--- src/rtl/ro_meas_sequencer.sv ---
// ro_meas_sequencer
// Measurement sequencer for the ring-oscillator temperature sensor.
// A command byte from the UART RX selects the inverter RO (0x00) or the
// NAND RO (0x01). The block warms the oscillator up, gates the RO edge
// counter for WINDOW_CYCLES clocks, holds for counter synchronisation,
// captures the count, and returns it MSB first to the UART TX.
// Any other command byte returns the error byte 0xEE with no oscillator
// activity.
//
// Optional feature: define MEAS_CHECKSUM_EN to append one XOR checksum
// byte to every frame (the error frame becomes 0xEE, 0xEE).
//
// Ports:
//   clk, reset_n          system clock, asynchronous active-low reset
//   cmd_valid, cmd_data   one-cycle command strobe and byte
//   tx_valid, tx_data     byte offered to the UART TX
//   tx_ready              UART TX accepts the byte this cycle
//   osc_sel               0 = inverter RO, 1 = NAND RO
//   en_inv_osc            inverter RO enable
//   en_nand_osc           NAND RO enable
//   cnt_clear             synchronous clear request to the RO counter
//   cnt_enable            RO counter gate
//   ro_count              RO counter value, stable during HOLD
//   busy                  high in every state except IDLE
//   state_dbg             current FSM state, for observation only
//
// TX handshake: a byte transfers on a clock edge where tx_valid and
// tx_ready are both high; tx_valid/tx_data stay stable until then, the
// next byte is presented the cycle after a transfer, and tx_valid and
// busy both drop the cycle after the final byte transfers.
module ro_meas_sequencer #(
  parameter int WINDOW_CYCLES = 4096,
  parameter int SETTLE_CYCLES = 16,
  parameter int COUNT_W       = 24
) (
  input  logic               clk,
  input  logic               reset_n,
  input  logic               cmd_valid,
  input  logic [7:0]         cmd_data,
  output logic               tx_valid,
  output logic [7:0]         tx_data,
  input  logic               tx_ready,
  output logic               osc_sel,
  output logic               en_inv_osc,
  output logic               en_nand_osc,
  output logic               cnt_clear,
  output logic               cnt_enable,
  input  logic [COUNT_W-1:0] ro_count,
  output logic               busy,
  output logic [2:0]         state_dbg
);

  typedef enum logic [2:0] {
    IDLE   = 3'd0,
    WARMUP = 3'd1,
    GATE   = 3'd2,
    HOLD   = 3'd3,
    SEND   = 3'd4
  } state_t;

  localparam int MAX_CYC    = (WINDOW_CYCLES > SETTLE_CYCLES) ? WINDOW_CYCLES : SETTLE_CYCLES;
  localparam int CNT_W      = $clog2(MAX_CYC) + 1;
  localparam int DATA_BYTES = COUNT_W / 8;
`ifdef MEAS_CHECKSUM_EN
  localparam int FRAME_BYTES = DATA_BYTES + 1;
  localparam int ERR_BYTES   = 2;
`else
  localparam int FRAME_BYTES = DATA_BYTES;
  localparam int ERR_BYTES   = 1;
`endif
  localparam int IDX_W = $clog2(FRAME_BYTES + 1) + 1;

  localparam logic [CNT_W-1:0] WIN_LAST    = CNT_W'(WINDOW_CYCLES - 1);
  localparam logic [CNT_W-1:0] SET_LAST    = CNT_W'(SETTLE_CYCLES - 1);
  localparam logic [IDX_W-1:0] DATA_LAST   = IDX_W'(FRAME_BYTES - 1);
  localparam logic [IDX_W-1:0] ERR_LAST    = IDX_W'(ERR_BYTES - 1);

  state_t             state;
  logic [CNT_W-1:0]   cnt;
  logic [COUNT_W-1:0] send_sr;   // shadow of ro_count, shifted left per byte sent
  logic [COUNT_W-1:0] sr_next;
  logic [IDX_W-1:0]   byte_idx;
  logic               err;
`ifdef MEAS_CHECKSUM_EN
  logic [7:0]         csum;

  function automatic logic [7:0] xor_bytes(input logic [COUNT_W-1:0] v);
    logic [7:0] acc;
    acc = 8'h00;
    for (int i = 0; i < DATA_BYTES; i++) acc = acc ^ v[8*i +: 8];
    return acc;
  endfunction
`endif

  assign sr_next   = send_sr << 8;
  assign state_dbg = state;

  always_ff @(posedge clk or negedge reset_n) begin
    if (!reset_n) begin
      state       <= IDLE;
      cnt         <= '0;
      send_sr     <= '0;
      byte_idx    <= '0;
      err         <= 1'b0;
      tx_valid    <= 1'b0;
      tx_data     <= 8'h00;
      osc_sel     <= 1'b0;
      en_inv_osc  <= 1'b0;
      en_nand_osc <= 1'b0;
      cnt_clear   <= 1'b0;
      cnt_enable  <= 1'b0;
      busy        <= 1'b0;
`ifdef MEAS_CHECKSUM_EN
      csum        <= 8'h00;
`endif
    end else begin
      case (state)
        IDLE: begin
          if (cmd_valid) begin
            busy     <= 1'b1;
            cnt      <= '0;
            byte_idx <= '0;
            if (cmd_data[7:1] == 7'd0) begin
              state       <= WARMUP;
              osc_sel     <= cmd_data[0];
              en_inv_osc  <= ~cmd_data[0];
              en_nand_osc <= cmd_data[0];
              cnt_clear   <= 1'b1;
            end else begin
              // Error frame goes straight out; oscillators stay off.
              state    <= SEND;
              err      <= 1'b1;
              tx_valid <= 1'b1;
              tx_data  <= 8'hEE;
`ifdef MEAS_CHECKSUM_EN
              csum     <= 8'hEE;
`endif
            end
          end
        end
        WARMUP: begin
          if (cnt == SET_LAST) begin
            cnt        <= '0;
            state      <= GATE;
            cnt_clear  <= 1'b0;
            cnt_enable <= 1'b1;
          end else begin
            cnt <= cnt + 1'b1;
          end
        end
        GATE: begin
          if (cnt == WIN_LAST) begin
            cnt         <= '0;
            state       <= HOLD;
            cnt_enable  <= 1'b0;
            en_inv_osc  <= 1'b0;
            en_nand_osc <= 1'b0;
          end else begin
            cnt <= cnt + 1'b1;
          end
        end
        HOLD: begin
          if (cnt == SET_LAST) begin
            // Capture on the last HOLD cycle, after the counter has settled.
            cnt      <= '0;
            state    <= SEND;
            send_sr  <= ro_count;
            tx_valid <= 1'b1;
            tx_data  <= ro_count[COUNT_W-1 -: 8];
`ifdef MEAS_CHECKSUM_EN
            csum     <= xor_bytes(ro_count);
`endif
          end else begin
            cnt <= cnt + 1'b1;
          end
        end
        SEND: begin
          if (tx_valid && tx_ready) begin
            if (byte_idx == (err ? ERR_LAST : DATA_LAST)) begin
              state    <= IDLE;
              tx_valid <= 1'b0;
              busy     <= 1'b0;
              err      <= 1'b0;
            end else begin
              byte_idx <= byte_idx + 1'b1;
              send_sr  <= sr_next;
`ifdef MEAS_CHECKSUM_EN
              if (err || byte_idx == IDX_W'(DATA_BYTES - 1)) tx_data <= csum;
              else                                            tx_data <= sr_next[COUNT_W-1 -: 8];
`else
              tx_data  <= sr_next[COUNT_W-1 -: 8];
`endif
            end
          end
        end
        default: state <= IDLE;
      endcase
    end
  end

endmodule

--- config.mk ---
export PLATFORM = sky130hd
export DESIGN_NAME = ro_meas_sequencer
export DESIGN_NICKNAME = d
export VERILOG_FILES = /design/src/rtl/ro_meas_sequencer.sv
export SDC_FILE = /design/constraint.sdc
export NUM_CORES = 1
export LEC_CHECK = 0
export ABC_AREA = 1
export CAP_MARGIN = 30
export CORE_ASPECT_RATIO = 1.4
export CORE_MARGIN = 2
export CORE_UTILIZATION = 25
export CTS_CLUSTER_DIAMETER = 40
export DETAILED_ROUTE_END_ITERATION = 16
export PLACE_DENSITY = 0.58
export SYNTH_ARGS = -nofsm -noshare
export SYNTH_HDL_FRONTEND = slang
export SYNTH_SLANG_ARGS = --single-unit
--- constraint.sdc ---
create_clock -name clk -period 1.65 [get_ports clk]
set_clock_uncertainty 0.1 [all_clocks]
set_input_delay 0.495 -clock clk [delete_from_list [all_inputs] [get_ports clk]]
set_output_delay 0.495 -clock clk [all_outputs]
set_load 0.05 [all_outputs]
==> results of run 1 <==
-- metal layers --
layer	vias to the layer above	GRT usage, %	share of wire, %
met1	1350	14.8	40
met4	0	4.86	1.5
met3	9	3.15	4.0
met2	55	26.0	54
li1	1496	-	-
met5	-	0	0
-- power by group through the flow --
stage / Clock [mW] / Sequential (mW) / Combinational (mW)
6_report: 1.23 / 1.25 / 0.142
5_1_grt: 1.31 / 1.25 / 0.158
4_1_cts: 1.27 / 1.25 / 0.145
3_5_place_dp: 0 / 1.27 / 0.145
3_3_place_gp: 0 / 1.27 / 0.145
2_1_floorplan: 0 / 1.27 / 0.0236
-- what timing repair did --
action	4_1_cts	5_1_grt
resized for setup	20	33
setup endpoints to repair	45	50
setup buffers	7	5
hold endpoints to repair	0	0
pin swaps	13	18
hold buffers	0	0
-- final cells by class --
type                            count  area share, %
Clock buffer                        5           2.70
Clock inverter                      3           1.02
Timing Repair Buffer              123           28.1
Tap cell                          144           3.88
Inverter                           36           3.13
Multi-Input combinational cell    295           33.6
Sequential cell                    51           27.6
-- critical path, cell delays in order --
cell and delay [ns]:
clkdlybuf4s50_1 0.45, inv_1 0.04, nand2_1 0.09, nor2_4 0.06, buf_6 0.12, o21ai_4 0.28
nand4_1 0.16, nand2_1 0.09
-- final timing paths --
path | from | endpoint | slack (ns) | cells past startpoint
min in group clk | send_sr[8]$_DFFE_PN0P_ | send_sr[8]$_DFFE_PN0P_ | 0.38 | 2
min reg2reg | send_sr[8]$_DFFE_PN0P_ | send_sr[8]$_DFFE_PN0P_ | 0.38 | 2
max in group asynchronous | reset_n | state_dbg[2]$_DFFE_PN0P_ | 1.11 | 2
max | cmd_data[7] | tx_data[3]$_DFFE_PN0P_ | 0.01 | 8
max reg2reg | cnt[0]$_DFFE_PN0P_ | tx_valid$_DFFE_PN0P_ | 0.01 | 9
min | reset_n | osc_sel$_DFFE_PN0P_ | 0.08 | 2
-- cell usage in the layout (no fill, tap or decap), drive strengths merged, types with 4 or more instances in the layout --
cell           synthesis  final
inv                   36     37
a21oi                  8      8
buf                    6     89
clkbuf                 2      5
nor2                  40     40
o21bai                 9      9
nand4                 20     20
nand3                 38     38
dfrtp                 51     51
xor2                   6      6
o21ai                 10     10
clkdlybuf4s50          0     29
nand2                152    152
dlymetal6s2s           0      4
-- registers in the layout, indices dropped and copies added (netlist names), 3 cells and up --
signal	cells
cnt	13
state_dbg	3
tx_data	8
byte_idx	3
send_sr	16
-- kinds of logic after synthesis --
| kind of cell | after synthesis | synth area share (%) |
|---|---|---|
| buffers and inverters | 44 | 6.63 |
| AOI/OAI and AO/OA | 30 | 7.19 |
| and+or+nand+nor | 255 | 38.4 |
| DFF | 51 | 44.5 |
| xor gates and xnor gates | 8 | 2.44 |
| adders and majority gates | 2 | 0.872 |
==> summary.md, run 1 <==
| Metric | Value |
|---|---|
| Crit Path Class | in2reg |
| Initial core utilization | 25.4% |
| # clock sinks | 51 |
| Ratio of cells with drive above 1 in the final layout | between 20 and 30% |
| P_int | just over 2 mW |
| Design area | about 4600 um^2 |
| Starting DRT DRC Count | just over 100 |
| Post-route antenna net violation count | 0 |
| CORE AREA | between 10000 and 15000 um^2 |
| Chip height | about 130 um |
| Root Driver | clkbuf_16 |
| DRC | 0 |
| Synthesized instance count | just under 400 |
| Period Utilization, post-route | between 90 and 100% |
| Die footprint | roughly 12000 um^2 |
| CP Data Arrival Time | between 1.5 and 2 ns |
| Most common cell in the netlist | nand2_1 |
| Unrepaired setup endpoints after global routing | true |
| RD Place Congestion | slightly above 0.8 |
| Final setup viols | 0 |
| Site Rows | 46 |
| Status | finished clean |
| Syn Nets | 428 |
| Initial antenna violation count | 0 |
| Top cells by count, synth | nand2_1, dfrtp_1, nor2_1 |
| Crit Path Max Fanout | 8 |
| Final hold slack | 0.0756 ns |
| Vias in the first global route | 2945 |
| Register area | between 1000 and 1500 um^2 |
| Crit path capture type | flop |
| Via/cell ratio | ~4.4 |
| Global-route wire length before repair | between 10 and 15 mm |
| Placed insts | approximately 640 |
| CTS tree | yes |
| Clk network pwr share | between 40% and 50% |
| Worst setup margin | 0.00953 ns |
| Yosys top cell by area | dfrtp_1 |
| Peak VDD IR | ~0.00046 V |
| Worst endpoint required time | 1.79 ns |
| Pleak | between 2 and 2.5 nW |
| Seq/Total Area, Yosys | 44.5% |
| Slew margin rel. | about four fifths |
| TNS Setup | 0 ns |
| Number of diodes | 0 |
| Gr ovfl total | 0 |
| Post-synthesis cell area | 2870 um^2 |
| IO Count | 54 |
| Routed WL | between 8 and 9 mm |
| Main synth FF type | dfrtp_1 |
| Sequential power share | between 40% and 50% |
| Clock Path Buffers | 2 |
| H-tree depth | 2 |
| Layout fillers | roughly 1200 |
| # nets final | 550 |
| Post-synth cell types | 31 |
| Pre-CTS setup slack | -0.379 ns |
| P_sw | between 0.5 and 0.6 mW |
| Hold Violations, Final | 0 |
| Via count | 2910 |
| Worst-path clk slew | approximately 0.070 ns |
| DPL Wire Length | 5.93 mm |
| Syn avg cell area | 7.36 um^2 |
| Max-cap violations | 0 |
| Synth top area share | about 44% |
| Port Buffers | 53 |
| Total power draw | 2.63 mW |
| Worst skew pair latency | ~0.3 ns |
| Power share of the combinational group | between 5 and 6% |
| Gr usage total | between 10% and 20% |
| Largest net degree at the start of global routing | between 50 and 60 |
| Total CTS buffers | 5 |
| Synth Warn # | 0 |
| Finished Layout Cells | between 600 and 700 |
| Area Growth Syn to Fin | 61.7% |
| Finished Core Util | around 41% |
| Worst min path class | in2async |
| Ranking of synthesized cells by area | dfrtp_1, nand2_1, nand3_1 |
| Die Width | between 90 and 100 um |
| Crit path time final | about 1.6 ns |
| Switching power share of the total | about 22% |
| Post-synth ARST share | 100% |
| Cell Area, Placed | 4190 um^2 |
| Worst-Margin Slew | between 0.3 and 0.4 ns |
| Multi-input gate area | 1560 um^2 |
| Number of synthesized flops with an enable pin | 0 |
| Crit start category | primary input |
| Wire per inst | around 12 um |
| Final Max Tran Viols | 0 |
| Synthesized flop and latch total | 51 |
| Pwr Density | 566 nW/um^2 |
| F_max | between 600 and 700 MHz |
| Pre-antenna DRT Iters | 4 |
Note: power is estimated with default switching activity, not from simulation.
==> run 2, diff against run 1 <==
--- a/config.mk
+++ b/config.mk
@@ -9,10 +9,11 @@
 export CAP_MARGIN = 30
 export CORE_ASPECT_RATIO = 1.4
 export CORE_MARGIN = 2
-export CORE_UTILIZATION = 25
+export CORE_UTILIZATION = 47
 export CTS_CLUSTER_DIAMETER = 40
 export DETAILED_ROUTE_END_ITERATION = 16
-export PLACE_DENSITY = 0.58
+export HOLD_SLACK_MARGIN = 0.1
+export PLACE_DENSITY = 0.88
 export SYNTH_ARGS = -nofsm -noshare
 export SYNTH_HDL_FRONTEND = slang
 export SYNTH_SLANG_ARGS = --single-unit
==> summary.md, run 2 (synthesis results as in run 1) <==
| Metric | Value |
|---|---|
| Finished Layout Cells | 575 (was 657) |
| Status | complete, but fails checks (was finished clean) |
| Gr usage total | 27.0% (was 13.7%) |
| Area Growth Syn to Fin | 57.3% (was 61.7%) |
| Placed insts | 556 (was 638) |
| Kind of cell adding the most delay to the critical path | simple AND/OR/NAND/NOR gates (was buffers and inverters) |
| Crit Path Class | reg2reg (was in2reg) |
| CP Data Arrival Time | 1.96 ns (was 1.78 ns) |
| Largest Register | send_sr (unchanged) |
| Crit Path Max Fanout | 4 (was 8) |
| Site Rows | 33 (was 46) |
| Worst-path cell with the longest stage delay | dfrtp_1 (was clkdlybuf4s50_1) |
| DPL Wire Length | 5.77 mm (was 5.93 mm) |
| Worst endpoint required time | 1.80 ns (was 1.79 ns) |
| Peak VDD IR | 0.000534 V (was 0.000465 V) |
| Clock Path Buffers | 2 (unchanged) |
| CTS tree | yes (unchanged) |
| Pre-antenna DRT Iters | 5 (was 4) |
| Worst Hold Depth | 2 |
| WP depth | 8 (unchanged) |
| Crit path capture type | flop (unchanged) |
| Die footprint | 6760 um^2 (was 12400 um^2) |
| Initial antenna violation count | 0 (unchanged) |
| Crit path time final | 1.81 ns (was 1.64 ns) |
| F_max | 553 MHz (was 610 MHz) |
| # nets final | 543 (was 550) |
| Starting DRT DRC Count | 285 (was 102) |
| Crit path buffers/inverters | 0 (was 3) |
| Via/cell ratio | 5.83 (was 4.43) |
| Final setup viols | 42 (was 0) |
| Gr ovfl total | 0 (unchanged) |
| Period Utilization, post-route | 110% (was 99.4%) |
| Port Buffers | 53 (unchanged) |
| Top cell by count, worst path | nand2_1 (unchanged) |
| Worst setup margin | -0.157 ns (was 0.00953 ns) |
| Routed WL | 9.95 mm (was 8.04 mm) |
| Via count | 3351 (was 2910) |
| Design area | 4520 um^2 (was 4640 um^2) |
| Pwr Density | 471 nW/um^2 (was 566 nW/um^2) |
| Max-cap violations | 0 (unchanged) |
| Unrepaired setup endpoints after global routing | true (unchanged) |
| Largest net degree at the start of global routing | 31 (was 52) |
| Failing checks | negative setup slack |
| Slew margin rel. | 72.9% (was 79.2%) |
| Most common cell after layout, fill and taps aside | nand2_1 (unchanged) |
| Cell Area, Placed | 4030 um^2 (was 4190 um^2) |
| Total CTS buffers | 5 (unchanged) |
| Worst path max stage delay | 0.45 ns (about the same) |
| Ratio of cells with drive above 1 in the final layout | 30.3% (was 28.1%) |
| Hold Violations, Final | 0 (unchanged) |
| CORE AREA | 5860 um^2 (was 11300 um^2) |
| RD Place Congestion | 0.878 (was 0.805) |
| Root Driver | clkbuf_8 (was clkbuf_16) |
| Pleak | 2.27 nW (was 2.31 nW) |
| Worst min path class | reg2reg (was in2async) |
| Worst skew pair latency | 0.31 ns (was 0.30 ns) |
| Post-route antenna net violation count | 0 (unchanged) |
| DRC | 0 (unchanged) |
| Die Width | 70.0 um (was 94.6 um) |
| Worst-Margin Slew | 0.407 ns (was 0.311 ns) |
| Global-route wire length before repair | 14.4 mm (was 13.3 mm) |
| Commonest non-fill, non-tap cells in the layout | nand2_1, dfrtp_1, buf_4, clkdlybuf4s50_1, inv_1 (was nand2_1, buf_4, dfrtp_1, nor2_1, nand3_1) |
| # clock sinks | 51 (unchanged) |
| Crit start category | flop (was primary input) |
| Final Max Tran Viols | 0 (unchanged) |
| Number of diodes | 0 (unchanged) |
| Initial core utilization | 49.0% (was 25.4%) |
| IO Count | 54 (unchanged) |
| Max reg flops | 16 (unchanged) |
| Wire per inst | 17.3 um (was 12.2 um) |
| Worst-path clk slew | 0.10 ns (was 0.07 ns) |
| Vias in the first global route | 3274 (was 2945) |
| Crit-path cells | ha_4 > nand3_4 > nor2_1 > nand2_1 > or2_2 > nand2_1 > nand3_1 > nand2_1 (was clkdlybuf4s50_1 > inv_1 > nand2_1 > nor2_4 > buf_6 > o21ai_4 > nand4_1 > nand2_1) |
| Cell depth of the worst flop-to-flop path | 8 (was 9) |
| Chip height | 96.5 um (was 131 um) |
| H-tree depth | 2 (unchanged) |
| Largest regs | send_sr (16), cnt (13), tx_data (8) (unchanged) |
run 2: report_power, final:
group          total (mW)  switching [mW]  internal [mW]  leakage [nW]
logic               0.147          0.0600         0.0875          1.60
registers            1.25               0           1.25         0.622
clock network       0.731           0.440          0.292        0.0440
total                2.13           0.500           1.63          2.27
run 2: metal layers:
layer / track usage (%) / vias up / routed length [um]
met3: 4.15 / 64 / 601
met2: 52.5 / 209 / 5410
li1: - / 1490 / -
met4: 14.4 / 0 / 612
met1: 27.7 / 1588 / 3330
met5: 0 / - / 0
run 2: cell type report:
class	count	area (um^2)
Clock buffer	5	68.8
Tap cell	70	87.6
Sequential cell	51	1280
Fill cell	333	1350
Clock inverter	2	13.8
Inverter	36	143
Timing Repair Buffer	115	1260
Multi-Input combinational cell	296	1670
run 2: repair_timing:
item | in CTS | in global routing
resized for setup | 37 | 44
pin swaps | 13 | 13
endpoints found under the setup margin | 43 | 51
hold endpoints to repair | 21 | 0
hold buffers | 1 | 0
gates cloned | 2 | 0
buffers inserted | 6 | 3
run 2: metrics by stage:
step | total power, mW | hold slack, ns | util, % | worst slack (ns) | setup TNS (ns)
6_report | 2.13 | 0.384 | 77.0 | -0.157 | -4.17
5_1_grt | 2.19 | 0.407 | 77.0 | -0.214 | -6.55
4_1_cts | 2.10 | 0.381 | 73.3 | -0.0445 | -0.330
3_5_place_dp | 1.41 | 0.359 | 68.7 | -0.352 | -12.96
3_3_place_gp | 1.41 | 0.357 | 68.7 | -0.287 | -11.43
2_1_floorplan | 1.30 | 0.0994 | - | -0.0540 | -0.750
run 2: worst register-to-register path, cell delays in order, from the launching register on:
cell	delay, ns
dfrtp_1	0.45
ha_4	0.19
nand3_4	0.12
nor2_1	0.17
nand2_1	0.14
or2_2	0.32
nand2_1	0.09
nand3_1	0.09
nand2_1	0.08
run 2: path summary, 6_finish.rpt:
path	from	end	slack, ns
worst max-delay path	cnt[0]$_DFFE_PN0P_	cnt_clear$_DFFE_PN0P_	-0.16
worst min-delay path	send_sr[15]$_DFFE_PN0P_	send_sr[15]$_DFFE_PN0P_	0.38
worst max register to register	cnt[0]$_DFFE_PN0P_	cnt_clear$_DFFE_PN0P_	-0.16
worst min register to register	send_sr[15]$_DFFE_PN0P_	send_sr[15]$_DFFE_PN0P_	0.38
max in group asynchronous	reset_n	state_dbg[1]$_DFFE_PN0P_	0.49
min in group asynchronous	reset_n	cnt[8]$_DFFE_PN0P_	0.59
